--- src/rtl/memctrl_pkg.sv ---
// Shared types for the MEMCTRL host responder:
// FSM states, access types, BIST modes and default widths.
package memctrl_pkg;

    localparam int AW_DEF     = 16;
    localparam int DW_DEF     = 8;
    localparam int MSEL_W_DEF = 6;
    localparam int ECNT_W_DEF = 8;

    typedef enum logic [1:0] {
        IDLE    = 2'd0,
        REQ     = 2'd1,
        RD_WAIT = 2'd2
    } host_st_e;

    typedef enum logic [1:0] {
        ACC_NONE = 2'd0,
        ACC_WR   = 2'd1,
        ACC_RD   = 2'd2,
        ACC_ILL  = 2'd3
    } acc_e;

    typedef enum logic {
        BIST_OFF = 1'b0,
        BIST_ON  = 1'b1
    } bist_mode_e;

    // WEB/OEB are both active-low; both low is a bus conflict.
    function automatic acc_e acc_decode(input logic web, input logic oeb);
        acc_e a;
        unique case ({web, oeb})
            2'b01:   a = ACC_WR;
            2'b10:   a = ACC_RD;
            2'b00:   a = ACC_ILL;
            default: a = ACC_NONE;
        endcase
        return a;
    endfunction

endpackage

--- src/rtl/memctrl_host_rsp_if.sv ---
// Host strobe bus plus array request/response channel.
// slave = responder (DUT), master = host and array side.
interface memctrl_host_rsp_if #(
    parameter int AW     = 16,
    parameter int DW     = 8,
    parameter int MSEL_W = 6,
    parameter int ECNT_W = 8
);
    logic [AW-1:0]        ADDR;
    logic                 CE;
    logic                 CSB;
    logic                 WEB;
    logic                 OEB;
    logic [DW-1:0]        IDATA;
    logic [DW-1:0]        ODATA;
    logic                 BIST_EN;
    logic                 REQ_VALID;
    logic                 REQ_READY;
    logic                 REQ_WE;
    logic [MSEL_W-1:0]    REQ_MACRO;
    logic [AW-MSEL_W-1:0] REQ_WADDR;
    logic [DW-1:0]        REQ_WDATA;
    logic                 RSP_VALID;
    logic [DW-1:0]        RSP_DATA;
    logic                 HOST_BUSY;
    logic [ECNT_W-1:0]    ERR_CNT;

    modport slave (
        input  ADDR, CE, CSB, WEB, OEB, IDATA, BIST_EN,
        input  REQ_READY, RSP_VALID, RSP_DATA,
        output ODATA, REQ_VALID, REQ_WE, REQ_MACRO,
        output REQ_WADDR, REQ_WDATA, HOST_BUSY, ERR_CNT
    );

    modport master (
        output ADDR, CE, CSB, WEB, OEB, IDATA, BIST_EN,
        output REQ_READY, RSP_VALID, RSP_DATA,
        input  ODATA, REQ_VALID, REQ_WE, REQ_MACRO,
        input  REQ_WADDR, REQ_WDATA, HOST_BUSY, ERR_CNT
    );
endinterface

--- src/rtl/memctrl_strobe_det.sv ---
// Strobe edge detector: one capture per rising edge of CE & ~CSB,
// classified by WEB/OEB into write, read or illegal.
module memctrl_strobe_det
    import memctrl_pkg::*;
(
    input  logic clk,
    input  logic rst,
    input  logic ce,
    input  logic csb,
    input  logic web,
    input  logic oeb,
    output logic cap_wr,
    output logic cap_rd,
    output logic cap_ill
);
    logic sel;
    logic sel_q;
    logic cap;
    acc_e acc;

    assign sel = ce & ~csb;

    always_ff @(posedge clk or posedge rst) begin
        if (rst) sel_q <= 1'b0;
        else     sel_q <= sel;
    end

    assign cap     = sel & ~sel_q;
    assign acc     = acc_decode(web, oeb);
    assign cap_wr  = cap & (acc == ACC_WR);
    assign cap_rd  = cap & (acc == ACC_RD);
    assign cap_ill = cap & (acc == ACC_ILL);

endmodule

--- src/rtl/memctrl_host_rsp.sv ---
// MEMCTRL host responder: turns host strobes into array requests,
// returns read data on ODATA and counts dropped accesses.
module memctrl_host_rsp
    import memctrl_pkg::*;
#(
    parameter int AW     = AW_DEF,
    parameter int DW     = DW_DEF,
    parameter int MSEL_W = MSEL_W_DEF,
    parameter int ECNT_W = ECNT_W_DEF
) (
    input logic                CLK,
    input logic                RST,
    memctrl_host_rsp_if.slave  bus
);
    host_st_e             st_q;
    logic                 cap_wr;
    logic                 cap_rd;
    logic                 cap_ill;
    logic                 legal;
    logic                 bist;
    logic                 accept;
    logic                 err;
    logic                 hs;
    logic                 rd_done;
    logic                 we_q;
    logic [MSEL_W-1:0]    macro_q;
    logic [AW-MSEL_W-1:0] waddr_q;
    logic [DW-1:0]        wdata_q;
    logic [DW-1:0]        odata_q;
    logic [ECNT_W-1:0]    ecnt_q;

    memctrl_strobe_det u_det (
        .clk     (CLK),
        .rst     (RST),
        .ce      (bus.CE),
        .csb     (bus.CSB),
        .web     (bus.WEB),
        .oeb     (bus.OEB),
        .cap_wr  (cap_wr),
        .cap_rd  (cap_rd),
        .cap_ill (cap_ill)
    );

    assign bist   = (bist_mode_e'(bus.BIST_EN) == BIST_ON);
    assign legal  = cap_wr | cap_rd;
    assign accept = legal & ~bist & (st_q == IDLE);
    // Illegal, BIST-blocked and overrun all fold into one increment.
    assign err    = cap_ill | (legal & ~accept);
    assign hs     = (st_q == REQ) & bus.REQ_READY;
    assign rd_done = bus.RSP_VALID & ~we_q
                   & ((st_q == RD_WAIT) | hs);

    always_ff @(posedge CLK or posedge RST) begin
        if (RST) begin
            st_q <= IDLE;
        end else begin
            unique case (st_q)
                IDLE:    if (accept) st_q <= REQ;
                REQ: begin
                    if (hs) begin
                        if (we_q || rd_done) st_q <= IDLE;
                        else                 st_q <= RD_WAIT;
                    end
                end
                RD_WAIT: if (bus.RSP_VALID) st_q <= IDLE;
                default: st_q <= IDLE;
            endcase
        end
    end

    always_ff @(posedge CLK or posedge RST) begin
        if (RST) begin
            we_q    <= 1'b0;
            macro_q <= '0;
            waddr_q <= '0;
            wdata_q <= '0;
        end else if (accept) begin
            we_q    <= cap_wr;
            macro_q <= bus.ADDR[AW-1 -: MSEL_W];
            waddr_q <= bus.ADDR[AW-MSEL_W-1:0];
            wdata_q <= bus.IDATA;
        end
    end

    always_ff @(posedge CLK or posedge RST) begin
        if (RST)          odata_q <= '0;
        else if (rd_done) odata_q <= bus.RSP_DATA;
    end

    always_ff @(posedge CLK or posedge RST) begin
        if (RST)
            ecnt_q <= '0;
        else if (err && (ecnt_q != {ECNT_W{1'b1}}))
            ecnt_q <= ecnt_q + ECNT_W'(1);
    end

    assign bus.REQ_VALID = (st_q == REQ);
    assign bus.HOST_BUSY = (st_q != IDLE);
    assign bus.REQ_WE    = we_q;
    assign bus.REQ_MACRO = macro_q;
    assign bus.REQ_WADDR = waddr_q;
    assign bus.REQ_WDATA = wdata_q;
    assign bus.ODATA     = odata_q;
    assign bus.ERR_CNT   = ecnt_q;

endmodule

--- src/flat_wrapper.sv ---
// flat-port wrapper written by rule: the top's interface ports become plain ports
module memctrl_host_rsp_flat import memctrl_pkg::*;
#(
    parameter int AW     = AW_DEF,
    parameter int DW     = DW_DEF,
    parameter int MSEL_W = MSEL_W_DEF,
    parameter int ECNT_W = ECNT_W_DEF
)
  (CLK, RST, bus_ADDR, bus_CE, bus_CSB, bus_WEB, bus_OEB, bus_IDATA, bus_BIST_EN, bus_REQ_READY, bus_RSP_VALID, bus_RSP_DATA, bus_ODATA, bus_REQ_VALID, bus_REQ_WE, bus_REQ_MACRO, bus_REQ_WADDR, bus_REQ_WDATA, bus_HOST_BUSY, bus_ERR_CNT);
  memctrl_host_rsp_if #(.AW(AW), .DW(DW), .MSEL_W(MSEL_W), .ECNT_W(ECNT_W)) bus_i ();
  input logic CLK;
  input logic RST;
  input wire logic [$bits(bus_i.ADDR)-1:0] bus_ADDR;
  input wire logic [$bits(bus_i.CE)-1:0] bus_CE;
  input wire logic [$bits(bus_i.CSB)-1:0] bus_CSB;
  input wire logic [$bits(bus_i.WEB)-1:0] bus_WEB;
  input wire logic [$bits(bus_i.OEB)-1:0] bus_OEB;
  input wire logic [$bits(bus_i.IDATA)-1:0] bus_IDATA;
  input wire logic [$bits(bus_i.BIST_EN)-1:0] bus_BIST_EN;
  input wire logic [$bits(bus_i.REQ_READY)-1:0] bus_REQ_READY;
  input wire logic [$bits(bus_i.RSP_VALID)-1:0] bus_RSP_VALID;
  input wire logic [$bits(bus_i.RSP_DATA)-1:0] bus_RSP_DATA;
  output wire logic [$bits(bus_i.ODATA)-1:0] bus_ODATA;
  output wire logic [$bits(bus_i.REQ_VALID)-1:0] bus_REQ_VALID;
  output wire logic [$bits(bus_i.REQ_WE)-1:0] bus_REQ_WE;
  output wire logic [$bits(bus_i.REQ_MACRO)-1:0] bus_REQ_MACRO;
  output wire logic [$bits(bus_i.REQ_WADDR)-1:0] bus_REQ_WADDR;
  output wire logic [$bits(bus_i.REQ_WDATA)-1:0] bus_REQ_WDATA;
  output wire logic [$bits(bus_i.HOST_BUSY)-1:0] bus_HOST_BUSY;
  output wire logic [$bits(bus_i.ERR_CNT)-1:0] bus_ERR_CNT;
  assign bus_i.ADDR = bus_ADDR;
  assign bus_i.CE = bus_CE;
  assign bus_i.CSB = bus_CSB;
  assign bus_i.WEB = bus_WEB;
  assign bus_i.OEB = bus_OEB;
  assign bus_i.IDATA = bus_IDATA;
  assign bus_i.BIST_EN = bus_BIST_EN;
  assign bus_i.REQ_READY = bus_REQ_READY;
  assign bus_i.RSP_VALID = bus_RSP_VALID;
  assign bus_i.RSP_DATA = bus_RSP_DATA;
  assign bus_ODATA = bus_i.ODATA;
  assign bus_REQ_VALID = bus_i.REQ_VALID;
  assign bus_REQ_WE = bus_i.REQ_WE;
  assign bus_REQ_MACRO = bus_i.REQ_MACRO;
  assign bus_REQ_WADDR = bus_i.REQ_WADDR;
  assign bus_REQ_WDATA = bus_i.REQ_WDATA;
  assign bus_HOST_BUSY = bus_i.HOST_BUSY;
  assign bus_ERR_CNT = bus_i.ERR_CNT;
  memctrl_host_rsp #(.AW(AW), .DW(DW), .MSEL_W(MSEL_W), .ECNT_W(ECNT_W)) u_core (.CLK(CLK), .RST(RST), .bus(bus_i));
endmodule
--- config.mk ---
export PLATFORM = sky130hd
export DESIGN_NAME = memctrl_host_rsp_flat
export DESIGN_NICKNAME = d
export VERILOG_FILES = /design/src/rtl/memctrl_pkg.sv /design/src/rtl/memctrl_host_rsp_if.sv /design/src/rtl/memctrl_strobe_det.sv /design/src/rtl/memctrl_host_rsp.sv /design/src/flat_wrapper.sv
export SDC_FILE = /design/constraint.sdc
export NUM_CORES = 1
export LEC_CHECK = 0
export ABC_AREA = 1
export ABC_CLOCK_PERIOD_IN_PS = 2650
export BUFFER_PORTS_ARGS = -buffer_cell sky130_fd_sc_hd__buf_2
export CAP_MARGIN = 25
export CORE_MARGIN = 3
export CORE_UTILIZATION = 51
export DETAILED_ROUTE_END_ITERATION = 8
export PLACE_DENSITY = 0.85
export SLEW_MARGIN = 20
export SYNTH_ARGS = -nofsm -noshare
export SYNTH_HDL_FRONTEND = slang
export SYNTH_SLANG_ARGS = --single-unit
--- constraint.sdc ---
create_clock -name CLK -period 2.65 [get_ports CLK]
set_input_delay 0.53 -clock CLK [delete_from_list [all_inputs] [get_ports CLK]]
set_output_delay 0.53 -clock CLK [all_outputs]
set_load 0.1 [all_outputs]
==> out/results.txt, run 1 <==
The total wire length was 4340 um. Synthesis instantiated 23 different standard cells from the library. Setup repair after global routing left no endpoint under its margin. Cell at the slowest stage of the critical path: sky130_fd_sc_hd__buf_2.

CTS saw 44 sinks. The clock network burns 15.8% of the power. The tools report the register share of total power as 30.3%. Critical path class: flop to output pin. The most common cell type on the critical path is sky130_fd_sc_hd__inv_1. The initial antenna violation count is 0, and the path length in cells of the critical path is 4.

The net count of the finished layout is 367. Clock skew on the completed layout was measured at 8.67 ps. The number of nets handed over by synthesis was 282. After floorplanning, the core was sized to cover 3520 um^2. Number of synthesized register bits: 44.

Nature of the critical path startpoint: a flop. Buffers added to address setup during post-CTS repair amount to 0. In this run the tightest slew margin relative to its limit is 41.1%. The leakage power summed over all cells is 1.56 nW. Via count of the routed design: 1724. The die boundary height came out at 68.3 um.

For the number of optimization iterations in the first detailed-route pass, the log shows 4. Entering global routing, the biggest net connects 52 pins. The design draws 3.15 mW.

The run gives 1340 ps as the critical path arrival. TritonCTS created 5 clock buffers. On the worst path, the slowest cell contributes a delay of 440 ps. The number of levels the H-tree was split into is 2. Portion of synthesized cell area occupied by the leading cell type: 55.7%. The netlist area before placement was 1980 um^2; the number of cells on the worst reg-to-reg path was 7.

The clock input transition at the sequential cells of the worst setup and hold paths was 80 ps. Dividing the detail-routed via count by the number of cells gives 4.63. The logs give 0 for the antenna diode instance count and 372 for the filler-free cell count of the finished design. The initial core utilization is 56.1%, and the final cell utilization of the core is 72.0%.

Combinational cells account for 54.0% of the total power. The fraction of layout cells with a size suffix above 1 is 30.7%, and the routed length per instance is 11.7 um. The peak fanout along the critical path came out at 3. Destination of the worst register-to-register timing path: u_core.bus.ERR_CNT[1]. The most critical setup path has its endpoint at bus_REQ_VALID. The share of the Yosys chip area taken by registers is 55.7%. The finished cells cover 2540 um^2. The tools report the buffer cell driving the clock tree root as sky130_fd_sc_hd__clkbuf_8.

In the routed design, unresolved DRC markers number 0. The final-report hold violation count was 0; the number of global-route vias before repair was 1540. In this run, the number of DRC markers left after iteration 0 of detailed routing was 131. The clock reaches the later pin of the worst-skew pair after 290 ps. Internal power comes to 1.34 mW. Kind of capture point of the worst setup path: an output pin. Global routing consumed, over all layers together, 20.2% of the routing resources. A synthesized cell averages 8.24 um^2. The total of warnings raised by yosys was 0. Top-level I/O count: 84. The total congestion overflow is 0, and the number of input and output port buffers inserted is 83. Traced cell by cell, the critical path runs through inv_1 > nand2_1 > inv_1 > buf_2. The required time of the worst setup path is 2120 ps, and the worst hold slack across all endpoints is 416 ps. The final critical path takes up 70.5% of the cycle. The logs give 0.809 for the last weighted congestion value of the routability-driven placer and 240 for the synthesized instance count. The standard-cell row count was 21. After clock tree synthesis, the repair step resized 0 gates.

The startpoint identified for the worst register-to-register timing path is u_core.bus.ERR_CNT[0]. In the final timing run, aggregate negative setup slack is 0 ps. Including well taps, the total number of placed cells is 364.

The number of buffers and inverters on the critical path is 3. After detailed placement, the total cell area comes to 2430 um^2. Max-capacitance violation count: 0. The die covers 4660 um^2. The type of the tightest min-delay check is input pin to asynchronous set/reset pin. Compared with the post-synthesis result, the final layout area differs by 28.3%. The cts-stage hold buffer count is 0. In this run the power spent charging and discharging nets is 1.81 mW. The critical path starts at u_core.st_q[1]. TritonCTS built the clock tree. The run finished with clean final reports. The largest delay contributor family on the critical path was buffers and inverters. The die boundary width was 68.3 um; the slew at the pin closest to its max-slew limit was 882 ps. For the final-layout fill cell count, the log shows 279. The final critical-path setup slack was 782 ps; the maximum resistive drop on vdd was 0.778 mV.

The residual antenna-violating net count after detailed routing was 0. Setup violations remaining at the end of the flow were counted as 0. Before CTS, the worst setup slack after placement is 930 ps. The max-slew violation count came out at 0. Dividing total power by cell area gives a power density of 1240 nW/um^2. Switching portion of total power: 57.4%. Timing would allow up to 535 MHz. Internal reg-to-reg setup slack: 1100 ps.

Summed over all instances, the cell type with the most area after synthesis is sky130_fd_sc_hd__dfrtp_1. The first-pass GRT wire length was 6910 um. For the maximum clock insertion buffer count, the log shows 2. In the post-synthesis netlist, the biggest area contributors are sky130_fd_sc_hd__dfrtp_1, sky130_fd_sc_hd__nand2_1, sky130_fd_sc_hd__inv_1. The post-route minimum period is 1870 ps, and the post-detailed-placement half-perimeter wirelength is 3060 um.
-- worst min path at each step --
stage	start	to	slack (ps)
2_1_floorplan	u_core.u_det.sel_q	u_core.bus.REQ_WE	530
3_3_place_gp	u_core.bus.ODATA[7]	u_core.bus.ODATA[7]	460
3_5_place_dp	u_core.bus.REQ_WADDR[4]	u_core.bus.REQ_WADDR[4]	470
4_1_cts	RST	u_core.bus.REQ_MACRO[4]	450
5_1_grt	bus_RSP_DATA[7]	u_core.bus.ODATA[7]	470
6_report	RST	u_core.bus.ERR_CNT[5]	420
-- flip-flops by register name, summed over array words and instances, names as in the netlist --
signal	flops
u_core.bus.REQ_WADDR	10
u_core.bus.ERR_CNT	8
u_core.bus.ODATA	8
u_core.bus.REQ_WDATA	8
u_core.bus.REQ_MACRO	6
u_core.st_q	2
u_core.bus.REQ_WE	1
u_core.u_det.sel_q	1
-- metal layers --
| layer | vias up | part of all wire, % | track usage (%) |
|---|---|---|---|
| met5 | - | 0 | 0 |
| met4 | 0 | 0.67 | 7.20 |
| met1 | 753 | 43 | 24.9 |
| met2 | 69 | 47 | 31.8 |
| li1 | 900 | - | - |
| met3 | 2 | 9.5 | 8.37 |
-- area by class of cell --
cell class              instances  area (um^2)  share of cell area (%)
well taps                      46         57.6                    2.27
flip-flops and latches         44         1100                    43.4
inverters                      50          188                    7.40
multi-input cells             140          659                    26.0
clock inverters                 2         35.0                    1.38
clock buffers                   6         72.6                    2.86
repair buffers                 84          423                    16.7
-- kinds of logic after synthesis --
family                     share of synthesized area (%)
DFF                                                 55.7
and+or+nand+nor                                     22.2
adders and majority gates                          0.633
buffers and inverters                               10.9
AOI/OAI and AO/OA                                   9.24
xor gates and xnor gates                            1.33
-- placed cells by master (no fill, tap or decap) --
cell                         n
sky130_fd_sc_hd__xnor2_1     1
sky130_fd_sc_hd__o21ai_0    33
sky130_fd_sc_hd__buf_4       1
sky130_fd_sc_hd__and2_1      1
sky130_fd_sc_hd__nand2_2     2
sky130_fd_sc_hd__nand4_1     2
sky130_fd_sc_hd__xor2_1      2
sky130_fd_sc_hd__nand3_1    13
sky130_fd_sc_hd__buf_2      83
sky130_fd_sc_hd__nand2_4     1
sky130_fd_sc_hd__nor2_2      1
sky130_fd_sc_hd__nand2_1    72
sky130_fd_sc_hd__clkbuf_8    5
sky130_fd_sc_hd__a21oi_1     1
sky130_fd_sc_hd__inv_1      49
sky130_fd_sc_hd__nor2_1      4
sky130_fd_sc_hd__inv_2       1
sky130_fd_sc_hd__dfrtp_1    44
sky130_fd_sc_hd__clkinv_2    1
sky130_fd_sc_hd__ha_1        1
sky130_fd_sc_hd__nor3b_2     1
sky130_fd_sc_hd__or2_2       1
sky130_fd_sc_hd__nand3_2     2
sky130_fd_sc_hd__o21ai_1     1
sky130_fd_sc_hd__bufinv_16   1
sky130_fd_sc_hd__clkbuf_1    1
sky130_fd_sc_hd__o211ai_1    1
-- power by group through the flow --
stage,Clock [mW],Combinational (mW),Sequential [mW]
2_1_floorplan,0,0.201,2.18
3_3_place_gp,0,1.68,0.958
3_5_place_dp,0,1.71,0.961
4_1_cts,0.506,1.71,0.953
5_1_grt,0.544,1.77,0.978
6_report,0.498,1.70,0.954
-- cells in the mapped netlist --
master	n
sky130_fd_sc_hd__nand2_1	72
sky130_fd_sc_hd__inv_1	50
sky130_fd_sc_hd__dfrtp_1	44
sky130_fd_sc_hd__o21ai_0	33
sky130_fd_sc_hd__nand3_1	13
sky130_fd_sc_hd__buf_2	4
sky130_fd_sc_hd__nor2_1	4
sky130_fd_sc_hd__nand2_2	2
sky130_fd_sc_hd__nand3_2	2
sky130_fd_sc_hd__nand4_1	2
sky130_fd_sc_hd__xor2_1	2
sky130_fd_sc_hd__a21oi_1	1
sky130_fd_sc_hd__and2_1	1
sky130_fd_sc_hd__clkbuf_1	1
sky130_fd_sc_hd__clkbuf_2	1
sky130_fd_sc_hd__ha_1	1
sky130_fd_sc_hd__nand2_4	1
sky130_fd_sc_hd__nor2_2	1
sky130_fd_sc_hd__nor3b_2	1
sky130_fd_sc_hd__o211ai_1	1
sky130_fd_sc_hd__o21ai_1	1
sky130_fd_sc_hd__or2_2	1
sky130_fd_sc_hd__xnor2_1	1
(Power assumes the default switching activity.)
==> run 2, diff against run 1 <==
--- a/config.mk
+++ b/config.mk
@@ -6,13 +6,13 @@
 export NUM_CORES = 1
 export LEC_CHECK = 0
 export ABC_AREA = 1
-export ABC_CLOCK_PERIOD_IN_PS = 2650
+export ABC_CLOCK_PERIOD_IN_PS = 1860
 export BUFFER_PORTS_ARGS = -buffer_cell sky130_fd_sc_hd__buf_2
 export CAP_MARGIN = 25
 export CORE_MARGIN = 3
-export CORE_UTILIZATION = 51
+export CORE_UTILIZATION = 47
 export DETAILED_ROUTE_END_ITERATION = 8
-export PLACE_DENSITY = 0.85
+export PLACE_DENSITY = 0.79
 export SLEW_MARGIN = 20
 export SYNTH_ARGS = -nofsm -noshare
 export SYNTH_HDL_FRONTEND = slang
==> constraint.sdc (replaced) <==
create_clock -name CLK -period 1.86 [get_ports CLK]
set_input_delay 0.372 -clock CLK [delete_from_list [all_inputs] [get_ports CLK]]
set_output_delay 0.372 -clock CLK [all_outputs]
set_load 0.1 [all_outputs]
==> run 2 against run 1 <==
Compared with the run above: first-iteration DRC count down 20%; sequential power up 43%; clock power up 18%; largest cell class unchanged.
==> out/results.txt, run 2 (same netlist as run 1, synthesis figures left out) <==
Die boundary width: 70.9 um (+3.8%). The tools report the remaining routing DRC violations as 0 (unchanged). Filler-free cell count of the finished design: 375 (+0.81%). The peak fanout along the critical path was 3 (unchanged). The fraction of the cycle the final worst path needs is 92.3%.

The number of input and output port buffers inserted was 83 (unchanged); the maximum clock insertion buffer count was 2 (unchanged). The last weighted congestion value of the routability-driven placer was 0.808 (about the same); the fraction of layout cells with a size suffix above 1 was 32.7% (+2.0 points). The run gives 13.5% (-2.3 points) as the clock network power share. The number of flip-flops under the largest register name was 10 (unchanged). The cts-stage hold buffer count came out at 0 (unchanged). The run gives 5020 um^2 (+7.7%) as the die area.

The path class of the tightest hold or removal check is input pin to asynchronous set/reset pin. Max-capacitance violation count: 0 (unchanged). The leakage power summed over all cells came out at 1.55 nW (-0.61%). The internal power contribution was 1.83 mW (+36%); the largest net degree at the start of global routing was 52 (unchanged). The source-to-sink clock delay at the later pin of the worst-skew pair was 280 ps (about the same).

The logs give 0 (unchanged) for the post-cts sizing count and 0 (unchanged) for the total congestion overflow. Residual antenna-violating net count after detailed routing: 0 (unchanged). The worst setup path is launched from a flop. The starting DRC count in detailed routing is 105 (-20%). Tightest slew margin relative to the limit: 67.1% (+26 points). The tools report the number of global-route vias before repair as 1570 (+1.9%).

The accumulated negative setup slack is 0 ps (unchanged), and the post-route minimum period is 1720 ps. Leaving out fill and tap cells, the most frequent cell in the layout is sky130_fd_sc_hd__buf_2. The first-pass GRT wire length was 6800 um (-1.6%); the register share of total power was 31.1% (+0.8 points). The cell total after placement was 367 (+0.82%).

The via count of the routed design is 1690 (-2.0%), and the routed length per instance is 10.6 um (-9.2%). The total wire length was 3970 um (-8.5%); the overall track demand over capacity in global routing was 16.8% (-3.4 points). The number of vias per cell after detailed routing was 4.51 (-2.8%); the power per cell area was 1710 nW/um^2 (+38%). The number of levels the H-tree was split into came out at 2 (unchanged). The maximum clock skew at final layout was 7.80 ps (-0.865 ps); the maximum frequency from static timing analysis was 583 MHz.

The post-CTS repair timing setup buffer count is 0 (unchanged). The flow ran to the end, and the final reports show no timing, DRC or antenna violations. In this run the clock root is driven by a sky130_fd_sc_hd__clkbuf_8. The logic gate share of total power is 55.4% (+1.4 points). The logs give 3850 um^2 (+9.5%) for the core area and 51.3% (-4.8 points) for the initial core utilization.

The run gives 0 (unchanged) as the final-report setup violation count. Kind of capture point of the worst setup path: an output pin. The tools report the sink count of the clock tree as 44 (unchanged). For the required time of the worst setup path, the log shows 1490 ps (-630 ps). The signal on the critical path passes through inv_1 > nand2_1 > inv_1 > buf_2. The switching power was 2.53 mW (+40%). The tools report the post-detailed-placement half-perimeter wirelength as 3050 um (-0.37%). The run gives 1.03 mV (+33%) as the maximum resistive drop on vdd.

TritonCTS built the clock tree. The cell at the slowest stage of the critical path was sky130_fd_sc_hd__buf_2. The final-report hold violation count is 0 (unchanged), and the antenna diode instance count is 0 (unchanged). By instance count, the cell type seen most on the critical path is sky130_fd_sc_hd__inv_1. Setup repair after global routing left no endpoint under its margin.

Net count reported at finish: 368 (+0.27%). The critical path class was flop to output pin. The critical path arrival is 1340 ps (about the same). The standard-cell row count was 22 (+4.8%); the slew at the pin closest to its max-slew limit was 497 ps (-385 ps). The top-level I/O count is 84 (unchanged), and the clock input transition at the sequential cells of the worst setup and hold paths is 80 ps (about the same). The area growth from synthesis to layout is 29.1%. The die boundary height was 70.9 um (+3.8%); the switching portion of total power was 58.1% (+0.65 points). The number of optimization iterations in the first detailed-route pass came out at 4 (unchanged). The initial antenna violation count is 0 (unchanged). The TritonCTS buffer count is 5 (unchanged). The library cells used most frequently in the layout, excluding fill and tap cells, are sky130_fd_sc_hd__buf_2, sky130_fd_sc_hd__nand2_1, sky130_fd_sc_hd__inv_1, sky130_fd_sc_hd__dfrtp_1, sky130_fd_sc_hd__o21ai_0. The max-slew violation count was 0 (unchanged); the largest stage delay on the critical path was 440 ps (about the same).
-- run 2: power groups by stage --
stage / logic [mW] / clock network (mW) / registers, mW
finish: 2.42 / 0.589 / 1.36
global route: 2.51 / 0.653 / 1.40
CTS: 2.44 / 0.613 / 1.36
detailed placement: 2.44 / 0 / 1.37
global placement: 2.41 / 0 / 1.37
floorplan: 0.286 / 0 / 3.12
-- run 2: cell type report --
type / count / area [um^2]
tap: 48 / 60.1
fill: 335 / 1300
inverter: 50 / 188
sequential: 44 / 1110
multi-input combinational: 140 / 662
timing repair buffer: 85 / 443
clock buffer: 8 / 90.1
-- run 2: per-stage QoR --
step                area, um^2  utilization (%)  hold slack (ps)  power (mW)  setup slack [ps]
finish                    2550             66.2             60.6        4.36               143
detailed placement        2460             63.9              380        3.81               283
global placement          2460             63.9              387        3.78               374
floorplan                 1990                -              510        3.40              52.5
global route              2550             66.2             86.6        4.56              64.3
CTS                       2550             66.2             67.0        4.41               130
-- run 2: layer usage --
| layer | up-vias | part of all wire (%) | global-route usage (%) |
|---|---|---|---|
| met1 | 739 | 44 | 21.5 |
| met3 | 2 | 6.9 | 3.84 |
| met4 | 0 | 0.86 | 6.68 |
| met5 | - | 0 | 0 |
| li1 | 901 | - | - |
| met2 | 48 | 48 | 27.5 |
-- run 2: worst paths after layout --
check	startpoint	end	slack, ps	cells after the start
min in group CLK	bus_CE	u_core.u_det.sel_q	310	3
worst max register to register	u_core.st_q[1]	u_core.bus.ODATA[5]	400	5
max in group asynchronous	RST	u_core.bus.ODATA[4]	1330	3
worst min register to register	u_core.bus.REQ_WADDR[9]	u_core.bus.REQ_WADDR[9]	480	2
worst min-delay path	RST	u_core.bus.ERR_CNT[5]	60	2
worst max-delay path	u_core.st_q[1]	bus_REQ_VALID	140	4
-- run 2: worst max-delay path: cells and delay by family, from the launching register on --
family        cells  cell delay (ps)
buf+inv           3              610
flops             1              390
simple gates      1               70
==> run 3, diff against run 2 <==
==> constraint.sdc (replaced) <==
create_clock -name CLK -period 1.86 [get_ports CLK]
set_input_delay 0.372 -clock CLK [delete_from_list [all_inputs] [get_ports CLK]]
set_output_delay 0.372 -clock CLK [all_outputs]
set_load 0.05 [all_outputs]
==> run 3 against run 2 <==
Compared with the run above: die area unchanged; routed wire length rose by 4.0%; maximum frequency rose by 12%; clock power is 16% higher; non-clock buffer count stayed put; largest power group unchanged; highest routed layer unchanged.
==> out/results.txt, run 3 (same netlist as run 1, synthesis figures left out) <==
The max-capacitance violation count was 0 (unchanged); the number of flip-flops under the largest register name was 10 (unchanged). The final-report hold violation count was 0 (unchanged); the number of levels the H-tree was split into was 2 (unchanged). The run gives 44 (unchanged) as the sink count of the clock tree. The logs give 3850 um^2 (unchanged) for the core area and 2.52 ps (-5.28 ps) for the maximum clock skew at final layout. For the accumulated negative setup slack, the log shows 0 ps (unchanged).

The total congestion overflow was 0 (unchanged). The internal reg-to-reg setup slack is 370 ps (-30 ps). Critical path class: flop to output pin.

The synthesis-to-finish area growth is 29.0% (about the same), and the starting DRC count in detailed routing is 88 (-16%). The post-route minimum period came out at 1540 ps (-177 ps). The number of global-route vias before repair is 1680 (+7.0%). The tools report the minimum setup slack after placement as 292 ps (+9.56 ps). The antenna diode instance count is 0 (unchanged), and the net count reported at finish is 368 (unchanged). The met2 layer usage reported by global route was 29.9% (+2.4 points); the top-level I/O count was 84 (unchanged). The fraction of met1 tracks used by global routing came out at 21.6% (+0.16 points).

The cell area after placement is 2450 um^2 (-0.41%). The logs give 0 (unchanged) for the initial antenna violation count and 3.52 mW (-19%) for the power after layout. Overall track demand over capacity in global routing: 17.5% (+0.74 points).

The via count of the routed design was 1723 (+2.0%). The final-layout fill cell count is 353 (+5.4%). The source-to-sink clock delay at the later pin of the worst-skew pair is 290 ps (about the same), and the footprint of the multi-input gates is 659 um^2 (-0.38%). TritonCTS buffer count: 5 (unchanged).

The worst setup path is launched from a flop. The die area came out at 5020 um^2 (unchanged). In this run the worst setup path begins at u_core.st_q[1].

The tools report the maximum clock insertion buffer count as 2 (unchanged). The end point of the critical path was bus_REQ_VALID. The tools report the launch instance of the worst register-to-register path as u_core.st_q[1]. Max-slew violation count: 0 (unchanged).

The tightest slew margin relative to the limit was 68.9% (+1.8 points). The run finished with clean final reports. For the largest net degree at the start of global routing, the log shows 52 (unchanged). Met3 usage in global routing: 4.55% (+0.71 points). The logs give 0 (unchanged) for the final-report setup violation count and 0 (unchanged) for the post-cts sizing count. The number of input and output port buffers inserted was 83 (unchanged); the fraction of layout cells with a size suffix above 1 was 30.8% (-2.0 points). The total wire length is 4130 um (+4.0%), and the number of vias per cell after detailed routing is 4.62 (+2.5%).

The initial core utilization is 51.3% (unchanged). Number of cells on the worst reg-to-reg path: 6 (+1). The fraction of the cycle the final worst path needs was 82.8% (-9.5 points); the last weighted congestion value of the routability-driven placer was 0.811 (+0.33%). The tightest min-delay check is of the input pin to asynchronous set/reset pin type. The power per cell area works out to 1380 nW/um^2 (-19%).

Setup repair after global routing left no endpoint under its margin. The top cell types in the final layout, fill and taps aside, are sky130_fd_sc_hd__buf_2, sky130_fd_sc_hd__nand2_1, sky130_fd_sc_hd__inv_1, sky130_fd_sc_hd__dfrtp_1, sky130_fd_sc_hd__o21ai_0. The tools report the post-detailed-placement half-perimeter wirelength as 3090 um (+1.3%). The standard-cell row count came out at 22 (unchanged). The leakage power summed over all cells was 1.56 nW (+0.89%); the worst hold slack across all endpoints was 59.7 ps (-0.910 ps).

The tools report the maximum frequency from static timing analysis as 650 MHz (+12%). The tools report the buffer cell driving the clock tree root as sky130_fd_sc_hd__clkbuf_8. The final critical-path setup slack was 321 ps (+177 ps).

Die boundary width: 70.9 um (unchanged). The tools report the destination of the worst register-to-register timing path as u_core.bus.ODATA[5]. The kind of capture point of the worst setup path is an output pin. The cts-stage hold buffer count is 0 (unchanged). The routed length per instance is 11.1 um (+4.5%), and the critical path arrival is 1170 ps (-170 ps). The tools report the required time of the worst setup path as 1490 ps (about the same).

The run gives 4 (unchanged) as the number of optimization iterations in the first detailed-route pass. The die boundary height is 70.9 um (unchanged). TritonCTS built the clock tree. The peak fanout along the critical path came out at 3 (unchanged). met2 is the most crowded layer.

Leaving out fill and tap cells, the most frequent cell in the layout is sky130_fd_sc_hd__buf_2. Maximum resistive drop on vdd: 0.963 mV (-6.7%). The slew at the pin closest to its max-slew limit is 465 ps (-32.2 ps).

The run gives 0 (unchanged) as the post-CTS repair timing setup buffer count. The first-pass GRT wire length came out at 7180 um (+5.6%). The tools report the remaining routing DRC violations as 0 (unchanged). Clock input transition at the sequential cells of the worst setup and hold paths: 80 ps (about the same). The residual antenna-violating net count after detailed routing was 0 (unchanged); the register cell area after layout was 1100 um^2 (-0.68%). The finished layout cell area was 2550 um^2 (about the same).
-- run 3: where the power goes --
group	internal [mW]	leakage (nW)	switching, mW	total, mW
combinational	0.325	0.945	1.16	1.49
sequential	1.20	0.567	0.154	1.35
clock	0.385	0.0501	0.300	0.685
-- run 3: cell type report --
cell class | instances | share of cell area, %
Clock buffer | 5 | 2.70
Clock inverter | 1 | 1.18
Inverter | 50 | 7.36
Multi-Input combinational cell | 140 | 25.9
Sequential cell | 44 | 43.2
Tap cell | 48 | 2.36
Timing Repair Buffer | 85 | 17.4
-- run 3: per-layer routing --
metal,part of all wire [%],up-vias
li1,-,899
met1,44,768
met2,47,52
met3,7.5,4
met4,1.0,0
met5,0,-
-- run 3: worst min path at each step --
| stage | to | slack (ps) | cells after the start |
|---|---|---|---|
| 6_report | u_core.bus.ERR_CNT[5] | 60 | 2 |
| 3_3_place_gp | u_core.bus.ERR_CNT[5] | 390 | 2 |
| 4_1_cts | u_core.bus.ERR_CNT[5] | 70 | 2 |
| 3_5_place_dp | u_core.bus.ERR_CNT[5] | 390 | 2 |
| 5_1_grt | u_core.bus.ERR_CNT[5] | 90 | 2 |
| 2_1_floorplan | u_core.u_det.sel_q | 510 | 2 |
-- run 3: critical path: stages (launching register included) --
cell	delay, ps
sky130_fd_sc_hd__dfrtp_1	380
sky130_fd_sc_hd__inv_1	70
sky130_fd_sc_hd__nand2_1	70
sky130_fd_sc_hd__inv_1	90
sky130_fd_sc_hd__buf_2	270
-- run 3: through the flow --
stage	utilization, %	cells
6_report	66.2	373
5_1_grt	66.2	373
2_1_floorplan	-	240
3_3_place_gp	63.6	367
3_5_place_dp	63.6	367
4_1_cts	66.2	373
